File: src/rtl/execution_unit_param.sv
// rtl/execution_unit_param.sv - parametrised ALU / shift-add multiply / restoring divide unit
module execution_unit_param #(
    parameter int WIDTH = 8
) (
    input  logic                 clk,
    input  logic                 rst,
    input  logic                 start,
    input  logic [3:0]           opcode,
    input  logic [WIDTH-1:0]     A,
    input  logic [WIDTH-1:0]     B,
    output logic [2*WIDTH-1:0]   result,
    output logic [WIDTH-1:0]     remainder,
    output logic                 busy,
    output logic                 done,
    output logic                 err
);

    localparam int CNT_W = $clog2(WIDTH) + 1;

    localparam logic [3:0] OP_ADD = 4'b0000;
    localparam logic [3:0] OP_SUB = 4'b0001;
    localparam logic [3:0] OP_AND = 4'b0010;
    localparam logic [3:0] OP_OR  = 4'b0011;
    localparam logic [3:0] OP_XOR = 4'b0100;
    localparam logic [3:0] OP_NOT = 4'b0101;
    localparam logic [3:0] OP_MUL = 4'b1000;
    localparam logic [3:0] OP_DIV = 4'b1001;

    typedef enum logic [2:0] {S_IDLE, S_ALU, S_MUL, S_DIV, S_DONE} state_t;

    state_t               state;
    logic [3:0]           op_r;
    logic [WIDTH-1:0]     a_r;
    logic [WIDTH-1:0]     b_r;
    logic [CNT_W-1:0]     cnt;

    logic [2*WIDTH-1:0]   mul_acc;
    logic [2*WIDTH-1:0]   mul_mcand;
    logic [WIDTH-1:0]     mul_mplier;
    logic [2*WIDTH-1:0]   mul_acc_nxt;

    logic [WIDTH-1:0]     div_rem;
    logic [WIDTH-1:0]     div_q;
    logic [WIDTH:0]       div_shift;
    logic                 div_ok;
    logic [WIDTH-1:0]     div_rem_nxt;
    logic [WIDTH-1:0]     div_q_nxt;

    logic [2*WIDTH-1:0]   alu_res;
    logic                 alu_ill;
    logic [WIDTH:0]       alu_sum;

    wire last_step = (cnt == CNT_W'(WIDTH - 1));

    // Single-cycle ALU result from the latched operands; illegal codes yield zero
    always_comb begin
        alu_res = '0;
        alu_ill = 1'b0;
        alu_sum = {1'b0, a_r} + {1'b0, b_r};
        case (op_r)
            OP_ADD:  alu_res = {{(WIDTH-1){1'b0}}, alu_sum};
            OP_SUB:  alu_res = {{WIDTH{1'b0}}, a_r - b_r};
            OP_AND:  alu_res = {{WIDTH{1'b0}}, a_r & b_r};
            OP_OR:   alu_res = {{WIDTH{1'b0}}, a_r | b_r};
            OP_XOR:  alu_res = {{WIDTH{1'b0}}, a_r ^ b_r};
            OP_NOT:  alu_res = {{WIDTH{1'b0}}, ~a_r};
            default: alu_ill = 1'b1;
        endcase
    end

    // One shift-add multiply step and one restoring divide step per cycle
    always_comb begin
        mul_acc_nxt = mul_acc + (mul_mplier[0] ? mul_mcand : '0);
        div_shift   = {div_rem, div_q[WIDTH-1]};
        div_ok      = (div_shift >= {1'b0, b_r});
        div_rem_nxt = WIDTH'(div_ok ? (div_shift - {1'b0, b_r}) : div_shift);
        div_q_nxt   = {div_q[WIDTH-2:0], div_ok};
    end

    // Control FSM with registered outputs; DONE doubles as an accept point for back-to-back issue
    always_ff @(posedge clk) begin
        if (rst) begin
            state      <= S_IDLE;
            op_r       <= '0;
            a_r        <= '0;
            b_r        <= '0;
            cnt        <= '0;
            mul_acc    <= '0;
            mul_mcand  <= '0;
            mul_mplier <= '0;
            div_rem    <= '0;
            div_q      <= '0;
            result     <= '0;
            remainder  <= '0;
            busy       <= 1'b0;
            done       <= 1'b0;
            err        <= 1'b0;
        end else begin
            done <= 1'b0;
            case (state)
                S_IDLE, S_DONE: begin
                    if (start) begin
                        op_r       <= opcode;
                        a_r        <= A;
                        b_r        <= B;
                        cnt        <= '0;
                        mul_acc    <= '0;
                        mul_mcand  <= {{WIDTH{1'b0}}, A};
                        mul_mplier <= B;
                        div_rem    <= '0;
                        div_q      <= A;
                        busy       <= 1'b1;
                        if (opcode == OP_MUL)      state <= S_MUL;
                        else if (opcode == OP_DIV) state <= S_DIV;
                        else                       state <= S_ALU;
                    end else begin
                        state <= S_IDLE;
                    end
                end
                S_ALU: begin
                    result    <= alu_res;
                    remainder <= '0;
                    err       <= alu_ill;
                    busy      <= 1'b0;
                    done      <= 1'b1;
                    state     <= S_DONE;
                end
                S_MUL: begin
                    mul_acc    <= mul_acc_nxt;
                    mul_mcand  <= mul_mcand << 1;
                    mul_mplier <= mul_mplier >> 1;
                    cnt        <= cnt + 1'b1;
                    if (last_step) begin
                        result    <= mul_acc_nxt;
                        remainder <= '0;
                        err       <= 1'b0;
                        busy      <= 1'b0;
                        done      <= 1'b1;
                        state     <= S_DONE;
                    end
                end
                S_DIV: begin
                    if (b_r == '0) begin
                        // Divide-by-zero: saturated quotient, dividend passed through as remainder
                        result    <= {{WIDTH{1'b0}}, {WIDTH{1'b1}}};
                        remainder <= a_r;
                        err       <= 1'b1;
                        busy      <= 1'b0;
                        done      <= 1'b1;
                        state     <= S_DONE;
                    end else begin
                        div_rem <= div_rem_nxt;
                        div_q   <= div_q_nxt;
                        cnt     <= cnt + 1'b1;
                        if (last_step) begin
                            result    <= {{WIDTH{1'b0}}, div_q_nxt};
                            remainder <= div_rem_nxt;
                            err       <= 1'b0;
                            busy      <= 1'b0;
                            done      <= 1'b1;
                            state     <= S_DONE;
                        end
                    end
                end
                default: begin
                    busy  <= 1'b0;
                    state <= S_IDLE;
                end
            endcase
        end
    end

endmodule

File: config.mk
export PLATFORM = sky130hd
export DESIGN_NAME = execution_unit_param
export DESIGN_NICKNAME = d
export VERILOG_FILES = /design/src/rtl/execution_unit_param.sv
export SDC_FILE = /design/constraint.sdc
export NUM_CORES = 1
export LEC_CHECK = 0
export CELL_PAD_IN_SITES_DETAIL_PLACEMENT = 0
export CELL_PAD_IN_SITES_GLOBAL_PLACEMENT = 1
export CORE_ASPECT_RATIO = 1.4
export CORE_MARGIN = 4
export CORE_UTILIZATION = 48
export CTS_BUF_LIST = sky130_fd_sc_hd__clkbuf_8 sky130_fd_sc_hd__clkbuf_16
export DETAILED_ROUTE_END_ITERATION = 12
export PLACE_DENSITY = 0.88
export SLEW_MARGIN = 20
export SYNTH_ARGS = -nofsm -noshare
export SYNTH_HDL_FRONTEND = slang
export SYNTH_SLANG_ARGS = --single-unit
File: constraint.sdc
create_clock -name clk -period 7.1 [get_ports clk]
set_input_delay 1.065 -clock clk [delete_from_list [all_inputs] [get_ports clk]]
set_output_delay 1.065 -clock clk [all_outputs]
set_load 0.005 [all_outputs]
==> impl_metrics.tcl <==
set metrics [dict create \
    status "finished, final reports clean" \
    crit_fanout 23 \
    antenna_found_initial 0 \
    io_buffers 49 \
    dp.cells 1051 \
    seq_area_frac_synth_pct 32.5 \
    clkTransAtPathRegs_ns 0.08 \
    ir_drop_v 0.000102 \
    max_slew.worst_pin.slew_ns 0.991 \
    row_count 51 \
    cts_hold_buf 0 \
    final_cells 1067 \
    grt_busiest_layer "met2" \
    nets 951 \
    synth_cell_type_count 76 \
    utilization_pct 55.1 \
    grtUsageMet2_pct 46.8 \
    drtIter0Drc 500 \
    placed_cell_area_mm2 0.00735 \
    hold_path_class "reg -> reg" \
    fillers 1369 \
    period_minus_slack_ns 3.10 \
    end_kind "flip-flop" \
    yosysWarnings 0 \
    avgSynthCellArea_um2 7.91 \
    globalRouteMet3Util_pct 3.56 \
    grt_first_pass_wirelength_um 33500 \
    ys.flop_type "dfxtp_1" \
    area_growth_pct 12.9 \
    firstDrtPassIters 6 \
    synth_edf_count 0 \
    die_h_um 149 \
    fmax_mhz 322 \
    reg2regPathDepth 5 \
    numClockSinks 110 \
    fin_skew_ns 0.0102 \
    cts_buffers 9 \
    regToRegStartpoint "state[0]$_SDFF_PP0_" \
    grt_util_all_layers_pct 26.7 \
    htree_num_levels 3 \
    whs_ns 0.460 \
    die_w_um 108 \
    final_cell_mix "nand2_1, dfxtp_1, a21oi_1" \
    setup_tns_ns 0 \
    synthCells 858 \
    drv_cap 0 \
    slowest_delay_ns 0.76 \
    p_leak_nw 2.88 \
    min_path_cells 2 \
    design.core.area_mm2 0.0139 \
    cts_resized 0 \
    synth_seq_cells 110 \
    drive_gt1_share_pct 4.88 \
    grt_start_max_net_pins 91 \
    cp_cell_sequence "and3b_1 -> nand3_1 -> nand2_1 -> o21ai_0 -> a311oi_1" \
    hp-start "result[11]$_SDFFE_PP0P_" \
    diodes 0 \
    relSlewSlack_pct 33.8 \
    synth_area_mm2 0.00678 \
    final_area_mm2 0.00766 \
    setup_viol 0 \
    hold_violations 0 \
    drc_errors 0 \
    viasPerCell 6.15 \
    final_common_cell "nand2_1" \
    drt_wl_total_um 21300 \
    period_share_pct 43.7 \
    criticalPathCategory "reg -> reg" \
    grt_pass1_vias 6283 \
    floorplan.initialDensity_pct 48.8 \
    place_hpwl_um 15900 \
    cp_slowest_cell "nand2_1" \
    power.density_mw_per_mm2 195 \
    root_buffer "clkbuf_16" \
    critPathRequiredTime_ns 7.35 \
    met1_usage_pct 32.3 \
    top_level_ports 50 \
    grt-ovfl-total 0 \
    cts_buffer_depth 2 \
    report.final.slew_viol_count 0 \
    startpoint_type "flip-flop" \
    cts_tree "built" \
    place.gp.congestion 0.940 \
    place_ws_ns 3.69 \
    p_total_mw 1.49 \
    num_vias 6562 \
    dieArea_mm2 0.0161 \
    ys_async_sr_fraction_pct 0 \
    wl_per_cell_um 20.0 \
    ant_nets 0 \
    postCtsSetupRepairBufs 0 \
    cp.arrival_ns 3.35 \
    rsz0062_at_grt "no" \
    crit_start "state[0]$_SDFF_PP0_" \
    worstSkewPairLatency_ns 0.36 \
    syn-num-nets 932 \
    fin_ws_ns 4.00 \
]
Yosys cell counts (7+ instances only):
cell type | instances | area share (%)
a211oi_1 | 14 | 1.5
clkbuf_1 | 31 | 1.7
inv_1 | 37 | 2.0
nand4_1 | 7 | 0.65
dfxtp_1 | 110 | 32
o31ai_1 | 10 | 1.1
o21a_1 | 9 | 1.0
a311oi_1 | 14 | 1.8
a221oi_1 | 8 | 1.0
and2_1 | 17 | 1.6
nand2_1 | 132 | 7.3
a22oi_1 | 13 | 1.4
a21o_1 | 13 | 1.4
o211ai_1 | 14 | 1.5
nand3_1 | 29 | 2.1
o21ai_0 | 29 | 2.1
a21oi_1 | 75 | 5.5
nor3_1 | 22 | 1.6
buf_2 | 12 | 0.89
nor2_1 | 68 | 3.8
ha_1 | 47 | 8.7
a31oi_1 | 15 | 1.4
o221ai_1 | 7 | 0.90
power by group:
group          switching, mW  internal, mW  total, mW
combinational          0.181         0.109      0.290
sequential            0.0353         0.644      0.679
clock                  0.246         0.278      0.525
total                  0.462          1.03       1.49
flip-flops by register name, summed over array words and instances (netlist names):
register    flops
a_r             8
b_r             8
busy            1
cnt             4
div_q           8
div_rem         8
done            1
err             1
mul_acc        16
mul_mcand      16
mul_mplier      8
op_r            4
remainder       8
result         16
state           3
per-layer routing:
layer / vias up / share of wire (%) / wire, µm
li1: 3177 / - / -
met2: 264 / 50 / 10800
met5: - / 0 / 0
met1: 3074 / 40 / 8600
met4: 0 / 3.9 / 826
met3: 47 / 5.3 / 1130
critical path, delay by kind of cell, from the launching register on:
family / cells / cell delay, ns
AND/OR/NAND/NOR: 3 / 1.87
AO/OA/AOI/OAI: 2 / 0.58
flip-flops: 1 / 0.53
final cells by class:
type,instances,area (µm²),area share [%]
tap,185,231,3.02
sequential,110,2200,28.7
multi-input combinational,663,4240,55.4
clock inverter,7,80.1,1.05
inverter,37,139,1.81
timing repair buffer,56,541,7.06
clock buffer,9,225,2.94
path summary, 6_finish.rpt:
check / to / slack [ns]
setup / recovery: remainder[1]$_SDFFE_PP0P_ / 4.00
hold / removal: result[11]$_SDFFE_PP0P_ / 0.46
setup reg to reg: remainder[1]$_SDFFE_PP0P_ / 4.00
hold reg to reg: result[11]$_SDFFE_PP0P_ / 0.46
cell families after synthesis:
family | share of synthesized area (%)
fa+ha+maj | 9.85
flops | 32.5
compound gates | 27.6
xor+xnor | 1.42
simple gates | 22.7
mux | 0.885
buf+inv | 5.09
(Power assumes the default switching activity.)
